### src/rtl/load_store_unit.sv
// Load/store unit: initiator side of the MIPS data-memory interface.
// Accepts one request at a time, checks it, and then either reads the memory,
// writes it, or performs read-modify-write for sub-word stores. It returns a
// one-cycle response that carries the load data or an error flag.
module load_store_unit #(
   parameter int                    DATA_WIDTH   = 32,
   parameter int                    MEMORY_DEPTH = 512,
   parameter logic [DATA_WIDTH-1:0] BASE_ADDRESS = 32'h1001_0000
) (
   input  logic                  clk,
   input  logic                  reset,
   input  logic                  req_valid,
   output logic                  req_ready,
   input  logic [3:0]            req_op,
   input  logic [DATA_WIDTH-1:0] req_address,
   input  logic [DATA_WIDTH-1:0] req_write_data,
   output logic                  resp_valid,
   output logic [DATA_WIDTH-1:0] resp_data,
   output logic                  resp_error,
   output logic [DATA_WIDTH-1:0] mem_address,
   output logic [DATA_WIDTH-1:0] mem_write_data,
   output logic                  mem_write,
   output logic                  mem_read,
   input  logic [DATA_WIDTH-1:0] mem_read_data
);

   // First byte address past the end of the attached memory (exclusive bound).
   localparam logic [DATA_WIDTH-1:0] LIMIT_ADDRESS = BASE_ADDRESS + DATA_WIDTH'(4 * MEMORY_DEPTH);

   typedef enum logic [2:0] {IDLE, RD, RMW_RD, WR, RESP} state_t;

   state_t                  state, next_state;
   logic [2:0]              op_q;          // signedness in [2], size in [1:0]
   logic [1:0]              offset_q;      // byte lane inside the word
   logic [DATA_WIDTH-1:0]   store_data_q;
   logic                    accept;
   logic                    illegal_op, misaligned, out_of_range, req_error;
   logic [4:0]              lane_shift;
   logic [15:0]             lane_data;
   logic                    lane_sign;
   logic [DATA_WIDTH-1:0]   load_value;
   logic [DATA_WIDTH-1:0]   lane_mask;
   logic [DATA_WIDTH-1:0]   merged_word;

   assign req_ready  = (state == IDLE) && !reset;
   assign accept     = req_valid && req_ready;
   assign mem_read   = !reset && ((state == RD) || (state == RMW_RD));
   assign mem_write  = !reset && (state == WR);
   assign resp_valid = !reset && (state == RESP);

   // Request checks, evaluated on the incoming request at acceptance.
   always_comb begin
      // NOTE: every signal gets a default before any branch so no latch is inferred.
      illegal_op = 1'b0;
      if (req_op[3]) begin
         illegal_op = (req_op[2:0] > 3'b010);
      end else begin
         illegal_op = (req_op[2:0] == 3'b011) || (req_op[2:0] == 3'b110) ||
                      (req_op[2:0] == 3'b111);
      end
      misaligned   = ((req_op[1:0] == 2'b01) && req_address[0]) ||
                     ((req_op[1:0] == 2'b10) && (req_address[1:0] != 2'b00));
      out_of_range = (req_address < BASE_ADDRESS) || (req_address >= LIMIT_ADDRESS);
      req_error    = illegal_op || misaligned || out_of_range;
   end

   // Lane extraction with sign/zero extension, and the sub-word merge for sb/sh.
   always_comb begin
      lane_shift = {offset_q, 3'b000};
      lane_data  = 16'(mem_read_data >> lane_shift);
      load_value = mem_read_data;
      lane_sign  = 1'b0;
      case (op_q[1:0])
         2'b00: begin
            lane_sign  = !op_q[2] && lane_data[7];
            load_value = {{(DATA_WIDTH-8){lane_sign}}, lane_data[7:0]};
         end
         2'b01: begin
            lane_sign  = !op_q[2] && lane_data[15];
            load_value = {{(DATA_WIDTH-16){lane_sign}}, lane_data};
         end
         default: load_value = mem_read_data;
      endcase
      lane_mask   = ((op_q[1:0] == 2'b00) ? DATA_WIDTH'(8'hFF) : DATA_WIDTH'(16'hFFFF)) << lane_shift;
      merged_word = (mem_read_data & ~lane_mask) | ((store_data_q << lane_shift) & lane_mask);
   end

   // Next-state logic for the request sequencer.
   always_comb begin
      next_state = state;
      case (state)
         IDLE: begin
            if (accept) begin
               if (req_error)                  next_state = RESP;
               else if (!req_op[3])            next_state = RD;
               else if (req_op[1:0] == 2'b10)  next_state = WR;
               else                            next_state = RMW_RD;
            end
         end
         RD:      next_state = RESP;
         RMW_RD:  next_state = WR;
         WR:      next_state = RESP;
         RESP:    next_state = IDLE;
         default: next_state = IDLE;
      endcase
   end

   // State register; reset abandons any operation in flight.
   always_ff @(posedge clk) begin
      // NOTE: sequential state is written with non-blocking assignments only.
      if (reset) state <= IDLE;
      else       state <= next_state;
   end

   // Request capture, memory-side address/data registers and response payload.
   always_ff @(posedge clk) begin
      if (reset) begin
         op_q           <= '0;
         offset_q       <= '0;
         store_data_q   <= '0;
         mem_address    <= '0;
         mem_write_data <= '0;
         resp_data      <= '0;
         resp_error     <= 1'b0;
      end else begin
         if (accept) begin
            op_q         <= req_op[2:0];
            offset_q     <= req_address[1:0];
            store_data_q <= req_write_data;
            resp_data    <= '0;
            resp_error   <= req_error;
            // Memory-side registers move only when the memory is really accessed.
            if (!req_error) begin
               mem_address <= {req_address[DATA_WIDTH-1:2], 2'b00};
               if (req_op == 4'b1010) mem_write_data <= req_write_data;
            end
         end
         if (state == RD)     resp_data      <= load_value;
         if (state == RMW_RD) mem_write_data <= merged_word;
      end
   end

endmodule

### config.mk
export PLATFORM = sky130hd
export DESIGN_NAME = load_store_unit
export DESIGN_NICKNAME = d
export VERILOG_FILES = /design/src/rtl/load_store_unit.sv
export SDC_FILE = /design/constraint.sdc
export NUM_CORES = 1
export LEC_CHECK = 0
export ABC_AREA = 1
export CAP_MARGIN = 15
export CORE_MARGIN = 5
export CORE_UTILIZATION = 35
export CTS_BUF_LIST = sky130_fd_sc_hd__clkbuf_8
export DETAILED_ROUTE_END_ITERATION = 8
export PLACE_DENSITY = 0.6
export SLEW_MARGIN = 20
export SYNTH_ARGS = -nofsm -noshare
export SYNTH_HDL_FRONTEND = slang
export SYNTH_SLANG_ARGS = --single-unit
### constraint.sdc
create_clock -name clk -period 1.7 [get_ports clk]
set_input_delay 0.255 -clock clk [delete_from_list [all_inputs] [get_ports clk]]
set_output_delay 0.255 -clock clk [all_outputs]
set_load 0.01 [all_outputs]
== After elaboration in Yosys (flattened, before gate mapping) ==
Cells that the tools add are included.
Storage, ports and cells
  output and inout bits: 101
  bits of input ports: 103
  logic and storage cells: 73
  flip-flop bits (word level): 135
Cells by class
  order comparisons: 3
  shift operators: 3
  bitwise operators: 5
  equal/unequal tests: 13
  reductions and logical operators: 27
  mux-type cells: 14
Operators by type and width (count)
  $mux W32: 6
  $and A32 B32 Y32: 2
  $pmux W32 S2: 1
  $ge A32 B29 Y1 const B: 1
  $lt A32 B29 Y1 const B: 1
  $not A32 Y32: 1
  $or A32 B32 Y32: 1
  $shl A16 B5 Y32: 1
  $shl A32 B5 Y32: 1
  $shr A32 B5 Y16: 1
  $mux W16: 1
  $eq A3 B2 Y1 const B: 3
  $eq A3 B3 Y1 const B: 3
  $logic_and A1 B1 Y1: 9
  $pmux W3 S3: 1
  $reduce_bool A2 Y1: 4
  $logic_or A1 B1 Y1: 7
  $mux W3: 2
  $eq A2 B1 Y1 const B: 2
  $eq A4 B4 Y1 const B: 1
  $eq A3 B1 Y1 const B: 1
  $gt A3 B2 Y1 const B: 1
  $logic_not A3 Y1: 1
  $reduce_and A3 Y1: 1
  10 further kinds: 12

== Logic depth before layout (Yosys ltp) ==
  depth after elaboration: 9
  gate-level depth with buffers: 12
  mapped depth without buffers: 11

== Worst setup path after synthesis ==
Ideal clock, no wire load.
  path type: register to output
  start: register state[2]
  end: output port mem_read
  path buffers: 2
  data required time: 1445 ps
  stages on the path, launching flop included: 8
  arrival: 1365 ps
  slack: 80 ps
  cells stage by stage: dfxtp_1 -> nor2_2 -> inv_1 -> nor2_4 -> inv_2 -> buf_2 -> buf_1 -> a21oi_1
Between the ends
  longest elaborated chain between the ends: 3
  elaborated cells on any way between the ends: 4
  those cells by class: eq/ne: 2; reduce/logical: 2
RTL lines
  from (decl): RTL line 32  | state_t state, next_state;
  from (signal assigned): RTL line 112  | else state <= next_state;
  $eq A3 B1 Y1 or $eq A3 B2 Y1 (tied branches): RTL line 47  | assign mem_read = !reset && ((state == RD) || (state == RMW_RD));
  $logic_or A1 B1 Y1 (*): RTL line 47
  $logic_and A1 B1 Y1 (*): RTL line 47
  to (decl): RTL line 23  | output logic mem_read,
Every way passes the cells marked *; elsewhere a longest branch is shown, timed or not.

== Worst setup path in the final report ==
  start: register state[2]
  end: register mem_write_data[7]
Between the ends
  longest elaborated chain between the ends: 5
  elaborated cells on any way between the ends: 9
  those cells by class: eq/ne: 2; mux: 1; reduce/logical: 6
RTL lines
  $logic_not A3 Y1: RTL line 45  | assign req_ready = (state == IDLE) && !reset;
  $logic_and A1 B1 Y1: RTL line 45
  $logic_and A1 B1 Y1: RTL line 46  | assign accept = req_valid && req_ready;
  $reduce_bool A2 Y1 (no line)
  $reduce_and A3 Y1 (no line)
  to (signal assigned): RTL line 135  | if (req_op == 4'b1010) mem_write_data <= req_write_data;
  to (signal assigned): RTL line 139  | if (state == RMW_RD) mem_write_data <= merged_word;
  to (decl): RTL line 21  | output logic [DATA_WIDTH-1:0] mem_write_data,
Several ways; a longest one is shown, not always the timed one.
A chain may end at the register's enable or synchronous reset.

==> run metrics <==
Reg2Reg Setup Slack=50 ps; Post-Place Setup Slack=-300 ps; largest net degree at the start of global routing=97; first drt pass iteration count=5; Clock Tree Buf Depth=2; part of the cycle the worst path needs=97.2%; RD Place Congestion=0.888; vias in the first global route=6768; grt met2 use=32.7%; later-pin clock latency in the skew report=450 ps; row cnt=49; Pleak=4.16 nW; clk sinks=127; pwr/cell area=707 nW/µm²; DR vias=7060; startpoint types=register; # hold bufs at CTS=0; Port Buffers=201; DRT iter0 DRCs=375; Peak Freq=605 MHz; grt peak-use layer=met2; I/O Pins=204; initial antenna violation count=1; Layout Nets=1309; status=finished, final reports clean; post-synthesis cell area=6400 µm²; Yosys reg bits=127; worst-path fanout max=33; Peak VDD IR=0.481 mV; Setup Viol. Count Final=0; CP max stage delay=360 ps; Reg clk slew, reported paths=80 ps; Max stage delay cell, worst path=dfxtp_4; hpwl dp=17000 µm; Routed Antenna Nets=0; vias per inst=4.88; cells on worst reg2reg path=9; Ys Warns=0; total core area=18000 µm²; Routed WL per cell=15.6 µm; Seq/Total Area, Yosys=39.7%; number of diodes=0; first-pass GRT wire length=35500 µm; Overall Global Routing Usage=20.6%; Post-DP Area=8970 µm²; layout cells sized above 1=12.5%; CP endpoint=mem_write_data[7]; area growth from synthesis to layout=48.1%; Setup crit start=state[2]; PnR Total Power=6.70 mW; maxcap violations=0; DR DRC count=0; M3 GR Usage=6.33%; critical-path cell list=nor2_4 -> inv_2 -> nor2_4 -> buf_4 -> buf_12 -> o21ai_0 -> o21ai_0 -> a21oi_1 -> nor2_1; final hold violation count=0; CTS H-tree lvls=4; CTS buffer count=17; unique cell type count in the Yosys netlist=31; Die Y=145 µm; CTS tree=yes; Hold WC Path Type=in2reg; die area=21100 µm²; Slew Viols, Final=0; Worst Setup Slack, final=47.5 ps; root buffer cell=clkbuf_8; critical path capture point type=register; Final min period=1650 ps; critical path class=reg2reg; Die X=145 µm; FF-to-FF End=mem_write_data[7]; Worst EP required=2080 ps; RSZ-0062 raised after global routing=true; Mean Syn Cell Area=6.50 µm²; post-route cell area=9480 µm²; global route overflow=0; worst hold slack=382 ps; worst r2r src=state[2]; met1 Usage GRT=27.0%; Clock Skews=12.1 ps; Worst EP arrival=2040 ps; aggregate routed wire length=22600 µm; Initial Utilization=35.6%; cells after synthesis=985
## worst min-delay path by stage
stage	from	to	slack, ps	cells past startpoint
after floorplan	req_write_data[16]	store_data_q[16]	370	2
after global placement	mem_address[23]	mem_address[23]	440	2
after detailed placement	mem_address[31]	mem_address[31]	450	2
after CTS	req_address[8]	mem_address[8]	350	3
after global routing	req_write_data[18]	store_data_q[18]	370	3
final	req_address[9]	mem_address[9]	380	3
## layout make-up
cell class | instances | area, µm²
fill | 1879 | 8480
multi-input combinational | 684 | 3220
timing repair buffer | 266 | 2620
sequential | 127 | 2550
inverter | 110 | 425
tap | 229 | 287
clock buffer | 19 | 262
clock inverter | 13 | 114
## cells in the mapped netlist
cell / count / area, µm²
o22ai_1: 7 / 43.8
clkinv_1: 1 / 3.75
buf_4: 3 / 22.5
a31oi_1: 1 / 6.26
nand2_2: 1 / 6.26
nor2_1: 94 / 353
inv_1: 100 / 375
o211ai_1: 23 / 173
nand2_4: 2 / 22.5
dfxtp_1: 127 / 2540
nor2_4: 1 / 11.3
nand2_1: 266 / 998
clkbuf_1: 31 / 116
buf_2: 19 / 95.1
nand3_1: 88 / 440
and2_0: 1 / 6.26
o211ai_2: 2 / 25.0
nand3_2: 3 / 30.0
o21ai_2: 1 / 8.76
nand4_4: 1 / 21.3
buf_1: 7 / 26.3
nand4_1: 8 / 50.1
conb_1: 1 / 3.75
nor2_2: 4 / 25.0
nor3_2: 1 / 10.0
nor4_1: 2 / 12.5
a21oi_1: 103 / 515
nor3_1: 2 / 10.0
buf_6: 5 / 56.3
o21ai_0: 71 / 355
inv_2: 9 / 33.8
## cell families after synthesis
kind of cell	share of synthesized area, %
AND/OR/NAND/NOR	31.2
AO/OA/AOI/OAI	17.6
buffers and inverters	11.4
flip-flops	39.7
other	0.0586
## metal layers
layer,up-vias,part of all wire [%]
met1,3164,45
met3,25,8.5
li1,3611,-
met4,2,2.0
met5,-,0.031
met2,258,45
## power breakdown
group	switching (mW)	leakage (nW)	internal, mW
Combinational	0.591	2.95	0.502
Clock	1.30	0.186	1.23
Sequential	0.0461	1.03	3.03
Total	1.94	4.16	4.76
## registers in the layout, indices dropped and copies added (netlist names)
name / flops
store_data_q: 24
mem_address: 30
state: 3
resp_error: 1
op_q: 3
offset_q: 2
resp_data: 32
mem_write_data: 32
## repair_timing
item,CTS,global route
setup endpoints to repair,4,77
buffers inserted,2,2
pin swaps,2,4
gates resized for setup,23,34
## cells in the final DEF, fill, tap and decap left out, types with 3 or more instances in the layout
cell type,instances
nand2_1,266
clkdlybuf4s50_1,197
dfxtp_1,123
inv_1,98
nor2_1,93
nand3_1,87
a21oi_1,87
o21ai_0,71
buf_4,50
o211ai_1,23
clkbuf_8,19
a21oi_2,16
buf_12,10
inv_2,9
nand4_1,8
o22ai_1,7
clkinvlp_4,6
buf_6,5
nor2_2,4
nand3_2,4
buf_2,4
clkinv_2,3
## critical path, delay by kind of cell (launching register included)
kind | cells | cell delay, ps
and+or+nand+nor | 3 | 300
AOI/OAI and AO/OA | 3 | 550
DFF | 1 | 360
buffers and inverters | 3 | 350
## stage by stage
step,utilization (%),TNS (ps),instances
2_1_floorplan,-,0,986
3_3_place_gp,49.9,-19110,1412
3_5_place_dp,49.9,-20500,1412
4_1_cts,52.1,-7.01,1446
5_1_grt,52.8,-468,1448
6_report,52.8,0,1448
Power figures use the tool's default switching activity.
